[config.mk]
export PLATFORM = sky130hd
export DESIGN_NAME = const_table
export DESIGN_NICKNAME = d
export VERILOG_FILES = /design/src/rtl/const_table_pkg.sv /design/src/rtl/const_rd_port.sv /design/src/rtl/const_table.sv
export SDC_FILE = /design/constraint.sdc
export NUM_CORES = 1
export LEC_CHECK = 0
export CORE_AREA = 2 2 108 131
export CTS_CLUSTER_DIAMETER = 40
export DETAILED_ROUTE_END_ITERATION = 12
export DIE_AREA = 0 0 110 133
export GPL_TIMING_DRIVEN = 0
export PLACE_DENSITY_LB_ADDON = 0.1
export SLEW_MARGIN = 30
export SYNTH_ARGS = -nofsm -noshare
export SYNTH_HDL_FRONTEND = slang
export SYNTH_HIERARCHICAL = 1
export SYNTH_SLANG_ARGS = --single-unit
[constraint.sdc]
create_clock -name Clk -period 2.84 [get_ports Clk]
set_clock_uncertainty 0.1 [all_clocks]
set_input_delay 0.568 -clock Clk [delete_from_list [all_inputs] [get_ports Clk]]
set_output_delay 0.568 -clock Clk [all_outputs]
set_load 0.02 [all_outputs]
[src/rtl/const_table_pkg.sv]
// Shared types and power-up constants for the constant table.
// Imported by const_table; the optional CONST_TABLE_LOCK_EN feature lives in the top.
package const_table_pkg;

   typedef enum logic {
      INIT = 1'b0,
      RUN  = 1'b1
   } state_t;

   localparam int DEFAULT_COUNT = 16;

   localparam logic [7:0] DEFAULT_CONST [DEFAULT_COUNT] = '{
      8'd127, 8'd1,  8'd2,  8'd128, 8'd8, 8'd3,   8'd4,  8'd5,
      8'd32,  8'd6,  8'd15, 8'd64,  8'd7, 8'd255, 8'd16, 8'd20
   };

   // Tables deeper than the default list fill their upper entries with zero.
   function automatic logic [7:0] default_const(input logic [31:0] idx);
      if (idx < 32'(DEFAULT_COUNT))
         return DEFAULT_CONST[idx[3:0]];
      return 8'd0;
   endfunction

endpackage

[src/rtl/const_rd_port.sv]
// One read port: pointer decode, write-first bypass and registered outputs.
module const_rd_port #(
   parameter int DATA_W = 8,
   parameter int IDX_W  = 4
) (
   input  logic              i_clk,
   input  logic              i_rst_n,
   input  logic              i_run,
   input  logic              i_en,
   input  logic [IDX_W:0]    i_ptr,
   input  logic [DATA_W-1:0] i_tbl_data,
   input  logic              i_wr_fire,
   input  logic [IDX_W-1:0]  i_wr_idx,
   input  logic [DATA_W-1:0] i_wr_data,
   output logic [DATA_W-1:0] o_data,
   output logic              o_const,
   output logic              o_valid
);

   logic              w_is_const;
   logic [IDX_W-1:0]  w_idx;
   logic [DATA_W-1:0] w_data;
   logic [DATA_W-1:0] r_data;
   logic              r_const;
   logic              r_valid;

   assign w_is_const = i_ptr[IDX_W];
   assign w_idx      = i_ptr[IDX_W-1:0];

   // NOTE: default assigned first so every path drives w_data and no latch is inferred.
   always_comb begin
      w_data = i_tbl_data;
      if (!w_is_const)
         w_data = DATA_W'(w_idx);
      else if (i_wr_fire && (i_wr_idx == w_idx))
         w_data = i_wr_data;
   end

   // NOTE: non-blocking assignments keep every register sampling pre-edge values.
   always_ff @(posedge i_clk or negedge i_rst_n) begin
      if (!i_rst_n) begin
         r_data  <= '0;
         r_const <= 1'b0;
         r_valid <= 1'b0;
      end else begin
         r_valid <= i_en & i_run;
         if (i_en && i_run) begin
            r_data  <= w_data;
            r_const <= w_is_const;
         end
      end
   end

   assign o_data  = r_data;
   assign o_const = r_const;
   assign o_valid = r_valid;

endmodule

[src/rtl/const_table.sv]
// Writable constant table with power-up init FSM and NUM_RD operand read ports.
// Define CONST_TABLE_LOCK_EN to add a lock input that freezes writes and restore.
module const_table
   import const_table_pkg::*;
#(
   parameter int DATA_W = 8,
   parameter int IDX_W  = 4,
   parameter int NUM_RD = 2
) (
   input  logic                       Clk,
   input  logic                       Reset_n,
   input  logic                       restore,
`ifdef CONST_TABLE_LOCK_EN
   input  logic                       lock,
`endif
   input  logic                       wr_en,
   input  logic [IDX_W-1:0]           wr_idx,
   input  logic [DATA_W-1:0]          wr_data,
   output logic                       wr_err,
   input  logic [NUM_RD*(IDX_W+1)-1:0] rd_ptr,
   input  logic [NUM_RD-1:0]          rd_en,
   output logic [NUM_RD*DATA_W-1:0]   rd_data,
   output logic [NUM_RD-1:0]          rd_const,
   output logic [NUM_RD-1:0]          rd_valid,
   output logic                       ready
);

   localparam int DEPTH = 2 ** IDX_W;

   state_t            r_state;
   state_t            w_state_nxt;
   logic [IDX_W-1:0]  r_cnt;
   logic [IDX_W-1:0]  w_cnt_nxt;
   logic              r_wr_err;
   logic              w_locked;
   logic              w_restore;
   logic              w_wr_fire;
   logic [DATA_W-1:0] r_table [DEPTH];

`ifdef CONST_TABLE_LOCK_EN
   assign w_locked = lock;
`else
   assign w_locked = 1'b0;
`endif

   assign w_restore = restore & ~w_locked;
   assign w_wr_fire = wr_en & (r_state == RUN) & ~w_locked;

   always_comb begin
      w_state_nxt = r_state;
      w_cnt_nxt   = r_cnt;
      case (r_state)
         INIT: begin
            if (w_restore) begin
               w_cnt_nxt = '0;
            end else if (r_cnt == IDX_W'(DEPTH - 1)) begin
               w_state_nxt = RUN;
               w_cnt_nxt   = '0;
            end else begin
               w_cnt_nxt = r_cnt + IDX_W'(1);
            end
         end
         RUN: begin
            if (w_restore) begin
               w_state_nxt = INIT;
               w_cnt_nxt   = '0;
            end
         end
         default: begin
            w_state_nxt = INIT;
            w_cnt_nxt   = '0;
         end
      endcase
   end

   always_ff @(posedge Clk or negedge Reset_n) begin
      if (!Reset_n) begin
         r_state  <= INIT;
         r_cnt    <= '0;
         r_wr_err <= 1'b0;
      end else begin
         r_state  <= w_state_nxt;
         r_cnt    <= w_cnt_nxt;
         r_wr_err <= wr_en & ~w_wr_fire;
      end
   end

   // NOTE: the table has no reset; INIT rewrites every entry after reset release.
   always_ff @(posedge Clk) begin
      if (r_state == INIT)
         r_table[r_cnt] <= DATA_W'(default_const(32'(r_cnt)));
      else if (w_wr_fire)
         r_table[wr_idx] <= wr_data;
   end

   assign ready  = (r_state == RUN);
   assign wr_err = r_wr_err;

   for (genvar p = 0; p < NUM_RD; p++) begin : g_port
      logic [IDX_W:0] w_ptr;
      assign w_ptr = rd_ptr[p*(IDX_W+1) +: (IDX_W+1)];

      const_rd_port #(
         .DATA_W (DATA_W),
         .IDX_W  (IDX_W)
      ) u_port (
         .i_clk      (Clk),
         .i_rst_n    (Reset_n),
         .i_run      (r_state == RUN),
         .i_en       (rd_en[p]),
         .i_ptr      (w_ptr),
         .i_tbl_data (r_table[w_ptr[IDX_W-1:0]]),
         .i_wr_fire  (w_wr_fire),
         .i_wr_idx   (wr_idx),
         .i_wr_data  (wr_data),
         .o_data     (rd_data[p*DATA_W +: DATA_W]),
         .o_const    (rd_const[p]),
         .o_valid    (rd_valid[p])
      );
   end

endmodule

==> qor.log <==
INFO  synthesis      synth.cell_area=7930um2
INFO  synthesis      synth_compound_gate_area_share=10.3%
INFO  drt            wl_per_cell=27.9um
INFO  synthesis      syn-instance-count=513
INFO  synthesis      proportion_of_synthesized_area_in_mux_cells=19.9%
INFO  synthesis      synth_seq_cells=154
INFO  final_layout   final_common_cell=sky130_fd_sc_hd__edfxtp_1
INFO  synthesis      synth.distinct_cells=48
INFO  setup_path     endpoint_kind=register
INFO  floorplanning  initial_core_util=58.9%
INFO  final_layout   post_route_cells_drive_above_1_share=18.5%
INFO  final_layout   instances_no_fill=765
INFO  power          flop_pwr_share=46.0%
INFO  timing         final_min_period_over_clock_period=99.0%
INFO  global_route   grt_antenna_before_repair=0
INFO  setup_path     cp_data_arrival_time=3020ps
INFO  final_layout   num-nets-final=616
INFO  drt            detail_route.drc_violations=0
INFO  power          p_clk_share=42.0%
INFO  setup_path     rr_worst_depth=5
INFO  clocking       clock_tree.buffer_depth=2
INFO  synthesis      post_synthesis_share_of_cell_area_spent_on_full_adders_half_adders_and_majority_gates=1.10%
INFO  global_route   first_global_vias=5,367
INFO  floorplanning  design.die.area=14,600um2
INFO  drt            antenna_violating_nets_post_route=0
INFO  power          p_sw_share=23.7%
INFO  synthesis      synth_warnings=6
INFO  synthesis      synth_top_family_by_area=multiplexers
INFO  power          intPower=4.35mW
INFO  clocking       tritoncts_num_sinks=154
INFO  floorplanning  fp.dieW=110um
INFO  synthesis      synth-seq-area-share=56.7%
INFO  synthesis      yosys.area_share.xor_xnor=0.884%
INFO  timing         relSlewSlack=33.3%
INFO  final_layout   layout.core_utilization=69.1%
INFO  setup_path     timing.critical_path.mode_cell=sky130_fd_sc_hd__buf_6
INFO  clocking       clock_tree_from_tritoncts=built
INFO  floorplanning  floorplan.io_pins=50
INFO  power          worst_ir_drop_vdd=0.000559V
INFO  setup_path     max_stage_delay=610ps
INFO  power          combinational_power_share=12.0%
INFO  setup_path     cpLargestDelayFamily=buffers and inverters
INFO  setup_path     timing.critical_path.depth=9
INFO  timing         worst-slew-pin-transition=997ps
INFO  setup_path     worstPathRequired=3040ps
INFO  clocking       clock-root-buffer=sky130_fd_sc_hd__clkbuf_16
INFO  global_route   total_overflow_reported_by_the_global_router=0
INFO  clocking       cts_setup_buffers=0
INFO  timing         max_freq=0.356GHz
INFO  placement      placement.io_buffers=49
INFO  synthesis      synth_top_flop_cell=sky130_fd_sc_hd__edfxtp_1
INFO  synthesis      post_synth_and_or_nand_nor_area_fraction=7.65%
INFO  placement      place_congestion=0.915
INFO  floorplanning  core_area=13,500um2
INFO  synthesis      postSynthNetCount=548
INFO  placement      dp.final_hpwl=14,700um
INFO  setup_path     critPathLaunchType=input port
INFO  setup_path     critical_path.max_fanout=10
INFO  drt            vias_per_cell=6.96
INFO  clocking       cts_inserted_buffers=17
INFO  final_layout   most_frequent_cells_in_the_layout=sky130_fd_sc_hd__edfxtp_1 (128), sky130_fd_sc_hd__clkdlybuf4s50_1 (48), sky130_fd_sc_hd__mux4_2 (41)
INFO  run_status     status=finished, final reports clean
INFO  clocking       clk-insertion-delay-late=430ps
INFO  clocking       cts.clk_slew.worst_paths=70ps
INFO  global_route   first_pass_grt_wire_length=31,600um
INFO  drt            drtPass1Iterations=6
INFO  synthesis      post_synth.cell_area_avg=15.5um2
INFO  timing         finalWorstPathRequiredPeriod=2810ps
INFO  setup_path     worstSetupPathType=input port to register
INFO  final_layout   finish.instance_area=9300um2
INFO  drt            vias=5,328
INFO  floorplanning  chipHeight=133um
INFO  power          switching_power=1.35mW
INFO  setup_path     cp_num_buf_inv=3
INFO  hold_path      hp-class=input port to asynchronous set/reset pin
INFO  clocking       ctsHoldBuffers=0
INFO  final_layout   area_delta_synth_final=17.3%
INFO  timing         hold_viol_final=0
INFO  setup_path     critical_path.cell_chain=clkdlybuf4s50_1, buf_6, buf_6, mux4_1, a22oi_1, nand2_1, o211a_1, o21ai_0, o211ai_1
INFO  global_route   grt_util_all_layers=30.8%
INFO  synthesis      ys_async_sr_fraction=16.9%
INFO  placement      placedCellCount=733
INFO  final_layout   antenna_cells=0
INFO  timing         max_slew_vio_count=0
INFO  placement      postPlaceCellArea=8670um2
INFO  flow_run       cap_violations=0
INFO  global_route   maximum_number_of_pins_on_one_net_before_global_route_repair=27
INFO  power          power.leakage=3.23nW
INFO  timing         setup_violations=0
INFO  power          power_density=612nW/um2
INFO  synthesis      number_of_enable_flip_flop_cells_after_synthesis=128
INFO  drt            wl=21,300um
INFO  setup_path     cpMaxStageDelayCell=sky130_fd_sc_hd__clkdlybuf4s50_1
INFO  drt            dr.first_iter.drc_count=671
INFO  floorplanning  placement_rows=47
INFO  clocking       ctsHtreeMaxLevel=4
INFO  timing         rsz0062_at_grt=true
[timing repair]
action                                  CTS  global route
endpoints found under the setup margin    6            20
resized for setup                         2             1
pin swaps                                 0             0
hold endpoints to repair                  0             0
[synth_stat cells (3+ instances only)]
cell type / number / share of area, %
sky130_fd_sc_hd__a211oi_1: 3 / 0.28
sky130_fd_sc_hd__a21o_1: 4 / 0.38
sky130_fd_sc_hd__a21oi_1: 15 / 0.95
sky130_fd_sc_hd__a221o_1: 8 / 1.0
sky130_fd_sc_hd__a22oi_1: 32 / 3.0
sky130_fd_sc_hd__a31oi_1: 8 / 0.63
sky130_fd_sc_hd__and2_1: 10 / 0.79
sky130_fd_sc_hd__and3_1: 3 / 0.24
sky130_fd_sc_hd__buf_2: 6 / 0.38
sky130_fd_sc_hd__buf_6: 8 / 1.1
sky130_fd_sc_hd__clkbuf_1: 13 / 0.62
sky130_fd_sc_hd__clkdlybuf4s25_2: 6 / 0.76
sky130_fd_sc_hd__dfrtp_1: 26 / 8.2
sky130_fd_sc_hd__edfxtp_1: 128 / 48
sky130_fd_sc_hd__ha_1: 7 / 1.1
sky130_fd_sc_hd__inv_1: 6 / 0.28
sky130_fd_sc_hd__mux4_1: 22 / 7.3
sky130_fd_sc_hd__mux4_2: 41 / 12
sky130_fd_sc_hd__nand2_1: 38 / 1.8
sky130_fd_sc_hd__nor2_1: 27 / 1.3
sky130_fd_sc_hd__nor2b_1: 6 / 0.47
sky130_fd_sc_hd__nor3_1: 10 / 0.63
sky130_fd_sc_hd__nor3b_1: 9 / 0.85
sky130_fd_sc_hd__o211a_1: 8 / 1.0
sky130_fd_sc_hd__o211ai_1: 17 / 1.6
sky130_fd_sc_hd__o21ai_0: 9 / 0.57
sky130_fd_sc_hd__xnor2_1: 8 / 0.88
[sequential cells by signal (all words and copies together), names as in the netlist]
| signal | count |
|---|---|
| wr_err | 1 |
| r_cnt | 4 |
| ready | 1 |
| g_port.u_port/o_const | 2 |
| g_port.u_port/o_valid | 2 |
| g_port.u_port/o_data | 16 |
| r_table | 128 |
[per-stage QoR]
stage / hold slack (ps) / setup WS (ps) / TNS [ps] / total power, mW
finish: 27.0 / 29.2 / 0 / 5.69
detailed placement: 374 / -584 / -23980 / 3.34
global route: 73.2 / -52.6 / -739 / 5.86
floorplan: 172 / 587 / 0 / 3.06
CTS: 41.9 / 11.4 / 0 / 5.71
global placement: 361 / -585 / -47970 / 3.31
[worst paths after layout]
check                                              to                      from  slack (ps)
setup / recovery           g_port[0].u_port/o_data[3]                 rd_ptr[0]          30
hold / removal                               r_cnt[2]                   Reset_n          30
setup reg to reg                        r_table[3][2]                  r_cnt[1]         140
hold reg to reg              g_port[0].u_port/o_const  g_port[0].u_port/o_const         390
max in group asynchronous  g_port[1].u_port/o_data[3]                   Reset_n        2210
min in group Clk             g_port[0].u_port/o_const  g_port[0].u_port/o_const         390
[power groups by stage]
stage / sequential (mW) / combinational [mW] / clock, mW
floorplan: 2.66 / 0.395 / 0
global placement: 2.66 / 0.647 / 0
detailed placement: 2.67 / 0.670 / 0
CTS: 2.62 / 0.676 / 2.41
global route: 2.63 / 0.723 / 2.51
finish: 2.62 / 0.683 / 2.39
[routing by layer]
metal  GRT usage, %  wire length [um]  vias up
met5              0                 0        -
met3           6.60              1680       71
met1           39.6              8020     2693
met2           47.8             10400      315
li1               -                 -     2249
met4           18.8              1200        0
[logic make-up after synthesis]
kind of cell | count (synthesis)
flip-flops | 154
adder cells (fa/ha/maj) | 7
buffers and inverters | 45
multiplexers | 67
AO/OA/AOI/OAI | 112
AND/OR/NAND/NOR | 120
XOR/XNOR | 8
[area by class of cell]
type / count / area, um2
buffer: 37 / 256
clock buffer: 18 / 429
clock inverter: 14 / 191
fill: 909 / 4160
inverter: 8 / 30.0
multi-input combinational: 314 / 3200
sequential: 154 / 4490
tap: 171 / 214
timing repair buffer: 49 / 485
Note: power is estimated with default switching activity, not from simulation.
